### config.mk
export PLATFORM = sky130hd
export DESIGN_NAME = div_seq
export DESIGN_NICKNAME = d
export VERILOG_FILES = /design/src/rtl/div_pkg.sv /design/src/rtl/div_step.sv /design/src/rtl/div_seq.sv
export SDC_FILE = /design/constraint.sdc
export NUM_CORES = 1
export LEC_CHECK = 0
export ABC_AREA = 1
export BUFFER_PORTS_ARGS = -buffer_cell sky130_fd_sc_hd__buf_4
export CAP_MARGIN = 10
export CORE_ASPECT_RATIO = 0.7
export CORE_MARGIN = 10
export CORE_UTILIZATION = 51
export CTS_CLUSTER_SIZE = 20
export DETAILED_ROUTE_END_ITERATION = 6
export PLACE_DENSITY_LB_ADDON = 0.15
export SLEW_MARGIN = 20
export SYNTH_ARGS = -nofsm -noshare
export SYNTH_HDL_FRONTEND = slang
export SYNTH_SLANG_ARGS = --single-unit
### constraint.sdc
create_clock -name clk -period 2.6 [get_ports clk]
set_clock_uncertainty 0.15 [all_clocks]
set_input_delay 0.52 -clock clk [delete_from_list [all_inputs] [get_ports clk]]
set_output_delay 0.52 -clock clk [all_outputs]
set_load 0.1 [all_outputs]
### src/rtl/div_pkg.sv
// ============================================================================
// div_pkg : shared state encoding and Funct3 constants for the MDU divider
// Revision: 1.0
// ============================================================================
`default_nettype none

package div_pkg;

    typedef enum logic [2:0] {
        IDLE  = 3'd0,
        PREP  = 3'd1,
        ITER  = 3'd2,
        FIXUP = 3'd3,
        DONE  = 3'd4
    } div_state_e;

    localparam logic [2:0] FUNCT3_DIV  = 3'b100;
    localparam logic [2:0] FUNCT3_DIVU = 3'b101;
    localparam logic [2:0] FUNCT3_REM  = 3'b110;
    localparam logic [2:0] FUNCT3_REMU = 3'b111;

endpackage

`default_nettype wire

### src/rtl/div_step.sv
// ============================================================================
// div_step : one combinational radix-2 restoring division iteration
// Revision: 1.0
// ============================================================================
`default_nettype none

module div_step
    import div_pkg::*;
#(
    parameter int XLEN = 64
) (
    input  logic [XLEN:0]   i_rem,
    input  logic [XLEN-1:0] i_quot,
    input  logic [XLEN-1:0] i_divisor,
    output logic [XLEN:0]   o_rem,
    output logic [XLEN-1:0] o_quot
);

    logic [XLEN+1:0] w_shifted;
    logic [XLEN+1:0] w_trial;
    logic            w_neg;

    // Two extra bits so the trial difference carries its own sign.
    assign w_shifted = {i_rem, i_quot[XLEN-1]};
    assign w_trial   = w_shifted - {2'b00, i_divisor};
    assign w_neg     = w_trial[XLEN+1];

    assign o_rem  = w_neg ? w_shifted[XLEN:0] : w_trial[XLEN:0];
    assign o_quot = {i_quot[XLEN-2:0], ~w_neg};

endmodule

`default_nettype wire

### src/rtl/div_seq.sv
// ============================================================================
// div_seq : iterative restoring divider (DIV/DIVU/REM/REMU), one bit per cycle
// Optional: DIV_EARLY_TERM_EN skips leading zeros of the dividend
// Revision: 1.0
// ============================================================================
`default_nettype none

module div_seq
    import div_pkg::*;
#(
    parameter int XLEN = 64
) (
    input  logic            clk,
    input  logic            reset,
    input  logic            StartE,
    input  logic            FlushE,
    input  logic            StallM,
    input  logic [2:0]      Funct3E,
    input  logic [XLEN-1:0] ForwardedSrcAE,
    input  logic [XLEN-1:0] ForwardedSrcBE,
    output logic            DivBusyE,
    output logic            DivDoneM,
    output logic [XLEN-1:0] QuotM,
    output logic [XLEN-1:0] RemM,
    output logic [XLEN-1:0] DivResultM
);

    localparam int              CW      = $clog2(XLEN);
    localparam logic [XLEN-1:0] MIN_NEG = {1'b1, {(XLEN-1){1'b0}}};

    div_state_e      state_q, state_d;
    logic [2:0]      funct3_q, funct3_d;
    logic [XLEN-1:0] q_q, q_d;
    logic [XLEN:0]   r_q, r_d;
    logic [XLEN-1:0] d_q, d_d;
    logic [CW-1:0]   cnt_q, cnt_d;
    logic            neg_quot_q, neg_quot_d;
    logic            neg_rem_q, neg_rem_d;
    logic [XLEN-1:0] quot_q, quot_d;
    logic [XLEN-1:0] rem_q, rem_d;

    logic            w_signed;
    logic            w_a_neg;
    logic            w_b_neg;
    logic [XLEN-1:0] w_abs_a;
    logic [XLEN-1:0] w_abs_b;
    logic [XLEN:0]   w_step_r;
    logic [XLEN-1:0] w_step_q;
    logic            w_is_rem;

    // Operands are held raw until PREP, where they become magnitudes.
    assign w_signed = ~funct3_q[0];
    assign w_a_neg  = w_signed & q_q[XLEN-1];
    assign w_b_neg  = w_signed & d_q[XLEN-1];
    assign w_abs_a  = w_a_neg ? -q_q : q_q;
    assign w_abs_b  = w_b_neg ? -d_q : d_q;
    assign w_is_rem = (funct3_q == FUNCT3_REM) || (funct3_q == FUNCT3_REMU);

    div_step #(
        .XLEN      (XLEN)
    ) u_step (
        .i_rem     (r_q),
        .i_quot    (q_q),
        .i_divisor (d_q),
        .o_rem     (w_step_r),
        .o_quot    (w_step_q)
    );

`ifdef DIV_EARLY_TERM_EN
    logic [CW-1:0] w_lz;

    always_comb begin
        w_lz = '0;
        for (int i = 0; i < XLEN; i++) begin
            if (w_abs_a[i]) begin
                w_lz = CW'(XLEN - 1 - i);
            end
        end
    end
`endif

    always_comb begin
        state_d    = state_q;
        funct3_d   = funct3_q;
        q_d        = q_q;
        r_d        = r_q;
        d_d        = d_q;
        cnt_d      = cnt_q;
        neg_quot_d = neg_quot_q;
        neg_rem_d  = neg_rem_q;
        quot_d     = quot_q;
        rem_d      = rem_q;

        if (FlushE) begin
            state_d = IDLE;
        end else begin
            case (state_q)
                IDLE: begin
                    if (StartE) begin
                        q_d      = ForwardedSrcAE;
                        d_d      = ForwardedSrcBE;
                        funct3_d = Funct3E;
                        state_d  = PREP;
                    end
                end
                PREP: begin
                    neg_quot_d = w_a_neg ^ w_b_neg;
                    neg_rem_d  = w_a_neg;
                    r_d        = '0;
                    d_d        = w_abs_b;
                    if (d_q == '0) begin
                        quot_d  = '1;
                        rem_d   = q_q;
                        state_d = DONE;
                    end else if (w_signed && (q_q == MIN_NEG) && (d_q == '1)) begin
                        quot_d  = q_q;
                        rem_d   = '0;
                        state_d = DONE;
`ifdef DIV_EARLY_TERM_EN
                    end else if (q_q == '0) begin
                        quot_d  = '0;
                        rem_d   = '0;
                        state_d = DONE;
                    end else begin
                        q_d     = w_abs_a << w_lz;
                        cnt_d   = CW'(XLEN - 1) - w_lz;
                        state_d = ITER;
                    end
`else
                    end else begin
                        q_d     = w_abs_a;
                        cnt_d   = CW'(XLEN - 1);
                        state_d = ITER;
                    end
`endif
                end
                ITER: begin
                    r_d   = w_step_r;
                    q_d   = w_step_q;
                    cnt_d = cnt_q - CW'(1);
                    if (cnt_q == '0) begin
                        state_d = FIXUP;
                    end
                end
                FIXUP: begin
                    quot_d  = neg_quot_q ? -q_q : q_q;
                    rem_d   = neg_rem_q ? -r_q[XLEN-1:0] : r_q[XLEN-1:0];
                    state_d = DONE;
                end
                DONE: begin
                    if (!StallM) begin
                        state_d = IDLE;
                    end
                end
                default: state_d = IDLE;
            endcase
        end
    end

    always_ff @(posedge clk or negedge reset) begin
        if (!reset) begin
            state_q    <= IDLE;
            funct3_q   <= '0;
            q_q        <= '0;
            r_q        <= '0;
            d_q        <= '0;
            cnt_q      <= '0;
            neg_quot_q <= 1'b0;
            neg_rem_q  <= 1'b0;
            quot_q     <= '0;
            rem_q      <= '0;
        end else begin
            state_q    <= state_d;
            funct3_q   <= funct3_d;
            q_q        <= q_d;
            r_q        <= r_d;
            d_q        <= d_d;
            cnt_q      <= cnt_d;
            neg_quot_q <= neg_quot_d;
            neg_rem_q  <= neg_rem_d;
            quot_q     <= quot_d;
            rem_q      <= rem_d;
        end
    end

    assign DivBusyE   = (state_q == PREP) || (state_q == ITER) || (state_q == FIXUP);
    assign DivDoneM   = (state_q == DONE);
    assign QuotM      = quot_q;
    assign RemM       = rem_q;
    assign DivResultM = w_is_rem ? rem_q : quot_q;

endmodule

`default_nettype wire

==> metrics.yaml, run 1 <==
cts_sinks: 335
grt-worst-endpoint: "r_q[11]$_DFFE_PN0P_/D"
yosysWarningCount: 0
postPlaceCellArea_um2: 38800
cts_buffer_depth: 3
yosys.area_share.simple: 0.389
cts_made_buffers: 38
routabilityCongestion: 1.08
syn-num-nets: 5073
synth_cells: 4866
synth_compound_area_frac: 0.133
grt_max_degree: 68
worst-ep-kind: "register data pin"
synth_seq_cells: 335
synth_fa_ha_area_frac: 0.0302
error: "[ERROR GRT-0232] Routing congestion too high. Check the congestion heatmap in the GUI."
fp.dieW_um: 308
dp_hpwl_um: 118000
failing_step: "5_1_grt"
synth_top_area_frac: 0.282
status: "did not finish"
synth_top_family_by_area: "simple AND/OR/NAND/NOR gates"
start_util: 0.519
synth_top_cell_by_area: "dfrtp_1"
cts_root_buf: "clkbuf_16"
ys_types: 49
synth_edf_count: 0
die_y_um: 222
synth_xor_area_frac: 0.0366
ios: 330
grtUsageTotal: 0.767
async_reset_ff_frac: 1.00
synth_mux_area_frac: 0.0243
seq_area_frac_synth: 0.282
synth_area_um2: 29700
port_buffers: 329
synthFlopType: "dfrtp_1"
ys_top_cells_by_area: "dfrtp_1, nand2_1, inv_1, nand3_1, nor2_1"
htreeDepth: 2
rows: 73
pre_cts_ws_ns: -0.547
avgSynthCellArea_um2: 6.10
overflow: 43
[stage by stage]
step,instances,hold slack [ns],utilization
CTS,6814,0.00356,0.813
detailed placement,6553,0.286,0.679
global placement,6553,0.283,0.679
floorplan,4866,0.0744,-
[kinds of logic after synthesis]
logic type,after synthesis
AOI/OAI and AO/OA,699
DFF,335
xor gates and xnor gates,124
muxes,64
buffers and inverters,779
and+or+nand+nor,2794
adders and majority gates,71
[layer usage]
| layer | overflow | GRT usage |
|---|---|---|
| met5 | 1 | 0.476 |
| met4 | 14 | 0.647 |
| met3 | 16 | 0.744 |
| met2 | 11 | 0.851 |
| met1 | 1 | 0.780 |
[cell usage after synthesis (7+ instances only)]
library cell,n
xor2_1,92
nand3b_1,28
nand3_1,398
nand2_1,1715
o22ai_1,25
o21ai_2,7
buf_6,11
clkbuf_1,110
inv_2,10
a22oi_1,40
o31ai_1,18
dfrtp_1,335
clkinv_1,7
o21ai_1,22
xnor2_1,32
nor2_1,451
buf_4,9
nor4_1,23
o21ai_0,318
nor2_2,9
nor3_1,69
buf_2,45
nand4_1,75
a21oi_1,184
o211ai_1,43
inv_1,574
o221ai_1,19
ha_1,70
mux2_2,64
buf_1,13
[repair_timing]
| action | CTS |
|---|---|
| hold buffers | 1 |
| hold endpoints to repair | 25 |
| pin swaps | 246 |
| gates resized for setup | 975 |
| setup endpoints to repair | 326 |
| buffers inserted | 147 |
| gates cloned | 56 |
==> inputs of run 2 (changes only) <==
CORE_ASPECT_RATIO = unset   (was 0.7)
CORE_UTILIZATION = 36   (was 51)
CTS_CLUSTER_SIZE = unset   (was 20)
clock period = 3.4 ns   (was 2.6 ns; I/O delays follow)
==> metrics.yaml, run 2 <==
synth_cells: 4866
async_reset_ff_frac: 1.00
avgSynthCellArea_um2: 6.10
cp.required_ns: 3.71
maxSlewHeadroom: 0.313
cellPowerDensity_nw_per_um2: 850
postPlaceCellArea_um2: 34000
via_per_inst: 5.41
synth_seq_cells: 335
p_sw_frac: 0.578
tightestPinTransition_ns: 1.03
grt_max_degree: 113
final_cell_mix: "nand2_1, inv_1, buf_4"
regMostFlops: "r_q"
hold_start: "Funct3E[2]"
htreeDepth: 2
stdcell_area_um2: 35600
fp.dieW_um: 307
cts_buffer_depth: 3
start_util: 0.362
synthFlopType: "dfrtp_1"
synth_most_common_cell: "nand2_1"
port_buffers: 329
min_path_cells: 3
slew_violations: 0
peakVddDrop_v: 0.000757
yosys.area_share.simple: 0.389
path_max_fanout: 25
dp_hpwl_um: 111000
via_count: 34127
synth_xor_area_frac: 0.0366
syn_to_final_growth_pct: 20.0
clkSlewWorstSetupHoldPaths_ns: 0.06
rows: 105
synth_top_cell_by_area: "dfrtp_1"
crit_arrival_ns: 3.51
wl_um: 140000
grt_pass1_vias: 32478
setup_viol: 0
antenna_found_initial: 1
yosysWarningCount: 0
cts_sinks: 335
mostFrequentLayoutCell: "nand2_1"
power_frac_comb: 0.617
hold_viol: 0
power_frac_clock: 0.166
synth_area_um2: 29700
largest_reg_flops: 65
routabilityCongestion: 1.01
die_y_um: 307
period_share: 0.939
hold_ws_ns: 0.131
power_frac_seq: 0.217
synth_commonest_cells: "nand2_1, inv_1, nor2_1, nand3_1, dfrtp_1"
seq_area_frac_synth: 0.282
r2r-end: "r_q[55]$_DFFE_PN0P_"
crit_path_end_kind: "flip-flop"
max_freq_mhz: 313
synth_compound_area_frac: 0.133
core_um2: 82000
drc_errors: 0
min_path_type: "in2reg"
dr.pass1.iters: 6
leakage_nw: 19.0
synth_fa_ha_area_frac: 0.0302
synth_top_area_frac: 0.282
ios: 330
status: "finished, final reports clean"
layout-drive-gt1-share: 0.129
hold_path_end: "funct3_q[2]$_DFFE_PN0P_"
internal_power_mw: 12.8
tns_ns: 0
drt-initial-drc-count: 3525
syn-num-nets: 5073
cts_tree: "built"
crit_path_start_kind: "flip-flop"
synth_mux_area_frac: 0.0243
r2r_cells: 13
p_sw_mw: 17.5
min_period_ns: 3.19
rrSetupSlack_ns: 0.21
r2r-start: "r_q[40]$_DFFE_PN0P_"
cts_root_buf: "clkbuf_16"
grtUsageTotal: 0.285
overflow: 0
grt_pass1_wl_um: 208000
cts_made_buffers: 44
nets: 5407
synth_top_family_by_area: "simple AND/OR/NAND/NOR gates"
routedWlPerCell_um: 22.1
path_class: "reg2reg"
ys_types: 49
ant_nets: 0
synth_edf_count: 0
fp.dieArea_um2: 94400
maxCapViolCount: 0
ys_top_cells_by_area: "dfrtp_1, nand2_1, inv_1, nand3_1, nor2_1"
clk_latency_ns: 0.61
-- run 2: metal layers --
layer,vias to the layer above,track usage,wire [um]
li1,16414,-,-
met1,16091,0.377,59900
met2,1385,0.460,63300
met3,237,0.0392,9820
met4,0,0.123,6580
met5,-,0,0
-- run 2: kinds of logic after synthesis --
kind of cell	after synthesis
and+or+nand+nor	2794
muxes	64
xor gates and xnor gates	124
DFF	335
buffers and inverters	779
adders and majority gates	71
AOI/OAI and AO/OA	699
-- run 2: timing repair --
| item | in CTS | in global routing |
|---|---|---|
| endpoints found under the hold margin | 53 | 0 |
| hold buffers | 1 | 0 |
| setup endpoints to repair | 0 | 66 |
| buffers inserted | 0 | 2 |
| gates resized for setup | 0 | 7 |
-- run 2: critical path, stage by stage, from the launching register on --
cell     delay [ns]
dfrtp_1        0.52
ha_1           0.51
nand2_1        0.14
nor2_1         0.19
inv_1          0.08
nor3_1         0.29
nand2_1        0.20
nor2_1         0.15
nand2_1        0.13
nand3_2        0.13
buf_6          0.23
nand3_1        0.16
nand3_1        0.10
nand2_1        0.06
-- run 2: power by group through the flow --
| stage | clock network (mW) | logic [mW] | registers (mW) |
|---|---|---|---|
| after CTS | 5.08 | 18.5 | 6.53 |
| after detailed placement | 0 | 18.5 | 6.58 |
| after global routing | 5.25 | 19.9 | 6.72 |
| after floorplan | 0 | 10.4 | 8.80 |
| after global placement | 0 | 18.5 | 6.58 |
| final | 5.04 | 18.7 | 6.57 |
-- run 2: worst max-delay path by stage --
stage	cells after the start	from	to
4_1_cts	16	d_q[27]$_DFFE_PN0P_	r_q[55]$_DFFE_PN0P_
2_1_floorplan	17	d_q[27]$_DFFE_PN0P_	r_q[37]$_DFFE_PN0P_
5_1_grt	17	d_q[47]$_DFFE_PN0P_	r_q[30]$_DFFE_PN0P_
3_5_place_dp	16	d_q[27]$_DFFE_PN0P_	r_q[55]$_DFFE_PN0P_
6_report	13	r_q[40]$_DFFE_PN0P_	r_q[55]$_DFFE_PN0P_
3_3_place_gp	16	d_q[27]$_DFFE_PN0P_	r_q[55]$_DFFE_PN0P_
-- run 2: cell type report --
type | count | area, um^2
Clock inverter | 22 | 319
Multi-Input combinational cell | 3752 | 18300
Inverter | 591 | 2220
Timing Repair Buffer | 476 | 3840
Antenna cell | 2 | 5.00
Clock buffer | 57 | 1210
Tap cell | 1070 | 1340
Fill cell | 8986 | 46300
Sequential cell | 335 | 8390
-- run 2: metrics by stage --
stage | power [mW] | util | std cells | worst slack, ns
2_1_floorplan | 19.2 | - | 4866 | 0.762
3_3_place_gp | 25.0 | 0.415 | 6221 | 0.0532
3_5_place_dp | 25.0 | 0.415 | 6221 | 0.0863
4_1_cts | 30.1 | 0.434 | 6301 | 0.0405
5_1_grt | 31.8 | 0.435 | 6303 | -0.00495
6_report | 30.3 | 0.435 | 6305 | 0.207
(Power assumes the default switching activity.)
==> inputs of run 3 (changes only) <==
MAX_ROUTING_LAYER = met4   (was unset)
==> metrics.yaml, run 3 (synthesis results as in run 2) <==
hold_viol: 0
htreeDepth: 2
dp_hpwl_um: 112000
mostFrequentLayoutCell: "nand2_1"
cellPowerDensity_nw_per_um2: 857
ios: 330
max_freq_mhz: 305
regArea_um2: 8390
cts_root_buf: "clkbuf_16"
slew_violations: 0
setup_viol: 0
crit_arrival_ns: 3.61
routedWlPerCell_um: 22.4
cts_buffer_depth: 3
start_util: 0.362
clk_latency_ns: 0.61
cts_sinks: 335
nFillCells: 9018
drc_errors: 0
ant_nets: 0
die_y_um: 307
dr.pass1.iters: 6
nets: 5399
cts_tree: "built"
layout-drive-gt1-share: 0.128
status: "finished, final reports clean"
period_share: 0.966
path_max_fanout: 5
cts_made_buffers: 43
min_path_type: "in2reg"
rsz0062_at_grt: "false"
syn_to_final_growth_pct: 20.0
min_period_ns: 3.28
multi_input_area_um2: 18300
leakage_nw: 19.0
final_cell_mix: "nand2_1, inv_1, buf_4"
total_power_mw: 30.5
drt-initial-drc-count: 3489
utilization: 0.435
tightestPinTransition_ns: 1.09
path_class: "reg2reg"
overflow: 0
grt_pass1_vias: 32737
wl_um: 141000
maxSlewHeadroom: 0.274
fp.dieW_um: 307
routabilityCongestion: 1.02
rows: 105
clkSlewWorstSetupHoldPaths_ns: 0.06
fp.dieArea_um2: 94400
via_count: 34035
largest_reg_flops: 65
regMostFlops: "r_q"
grt_max_degree: 113
port_buffers: 329
cp.required_ns: 3.72
tns_ns: 0
core_um2: 82000
maxCapViolCount: 0
via_per_inst: 5.40
antenna_found_initial: 4
crit_path_start_kind: "flip-flop"
peakVddDrop_v: 0.000795
grtUsageTotal: 0.296
grt_pass1_wl_um: 210000
crit_path_end_kind: "flip-flop"
-- run 3: cell count changes in the layout (fill, tap and decap cells not counted), moves of 2 or more --
cell	change
buf_4	-5
buf_6	-2
bufinv_16	+5
clkinvlp_4	-2
diode_2	+2
inv_1	-3
inv_2	+2
inv_6	-2
-- run 3: per-stage QoR --
stage               std cells  setup slack (ns)  area, um^2  hold WS (ns)
global route             6297          0.000460       35600         0.142
finish                   6297             0.117       35600         0.149
CTS                      6290             0.102       35600         0.120
floorplan                4866             0.762       29700         0.234
detailed placement       6213             0.139       34000         0.337
global placement         6213             0.176       34000         0.335
-- run 3: area by class of cell --
type | count | area share
multi-input cells | 3752 | 0.514
flip-flops and latches | 335 | 0.235
repair buffers | 469 | 0.106
inverters | 591 | 0.0625
well taps | 1070 | 0.0376
clock buffers | 57 | 0.0333
clock inverters | 19 | 0.0111
diodes | 4 | 0.000281
-- run 3: final timing paths --
check / start / slack [ns] / to / cells after the start
min: Funct3E[2] / 0.15 / funct3_q[2]$_DFFE_PN0P_ / 3
max in group asynchronous: reset / 1.81 / r_q[53]$_DFFE_PN0P_ / 3
max reg2reg: d_q[32]$_DFFE_PN0P_ / 0.12 / r_q[62]$_DFFE_PN0P_ / 13
min reg2reg: QuotM[24]$_DFFE_PN0P_ / 0.35 / QuotM[24]$_DFFE_PN0P_ / 2
min in group asynchronous: reset / 0.44 / QuotM[20]$_DFFE_PN0P_ / 2
max: d_q[32]$_DFFE_PN0P_ / 0.12 / r_q[62]$_DFFE_PN0P_ / 13
-- run 3: worst max-delay path: stages, from the launching register on --
cell and delay [ns]:
dfrtp_1 0.44, clkinv_1 0.21, ha_1 0.42, nand2_1 0.16, nor2_1 0.21, nand2_1 0.27, nor4_1 0.58, nand2_1 0.23
nand2_1 0.11, nand2_1 0.05, nand2_1 0.09, nand3_1 0.11, nand3_1 0.09, nand2_1 0.05
-- run 3: where the power goes --
| part | internal (mW) | switching [mW] | total [mW] |
|---|---|---|---|
| Sequential | 5.18 | 1.39 | 6.57 |
| Combinational | 4.62 | 14.1 | 18.7 |
| Clock | 3.23 | 2.03 | 5.26 |
| Total | 13.0 | 17.5 | 30.5 |
-- run 3: timing repair --
| item | 4_1_cts | 5_1_grt |
|---|---|---|
| endpoints found under the setup margin | 0 | 66 |
| hold endpoints to repair | 35 | 0 |
| resized for setup | 0 | 11 |
| hold buffers | 1 | 0 |
| setup buffers | 0 | 2 |
-- run 3: layer usage --
metal	wire length (um)	vias up	track usage
met1	60200	16090	0.381
met2	64900	1333	0.475
met4	6190	0	0.112
met3	9500	213	0.0350
met5	0	-	-
li1	-	16399	-
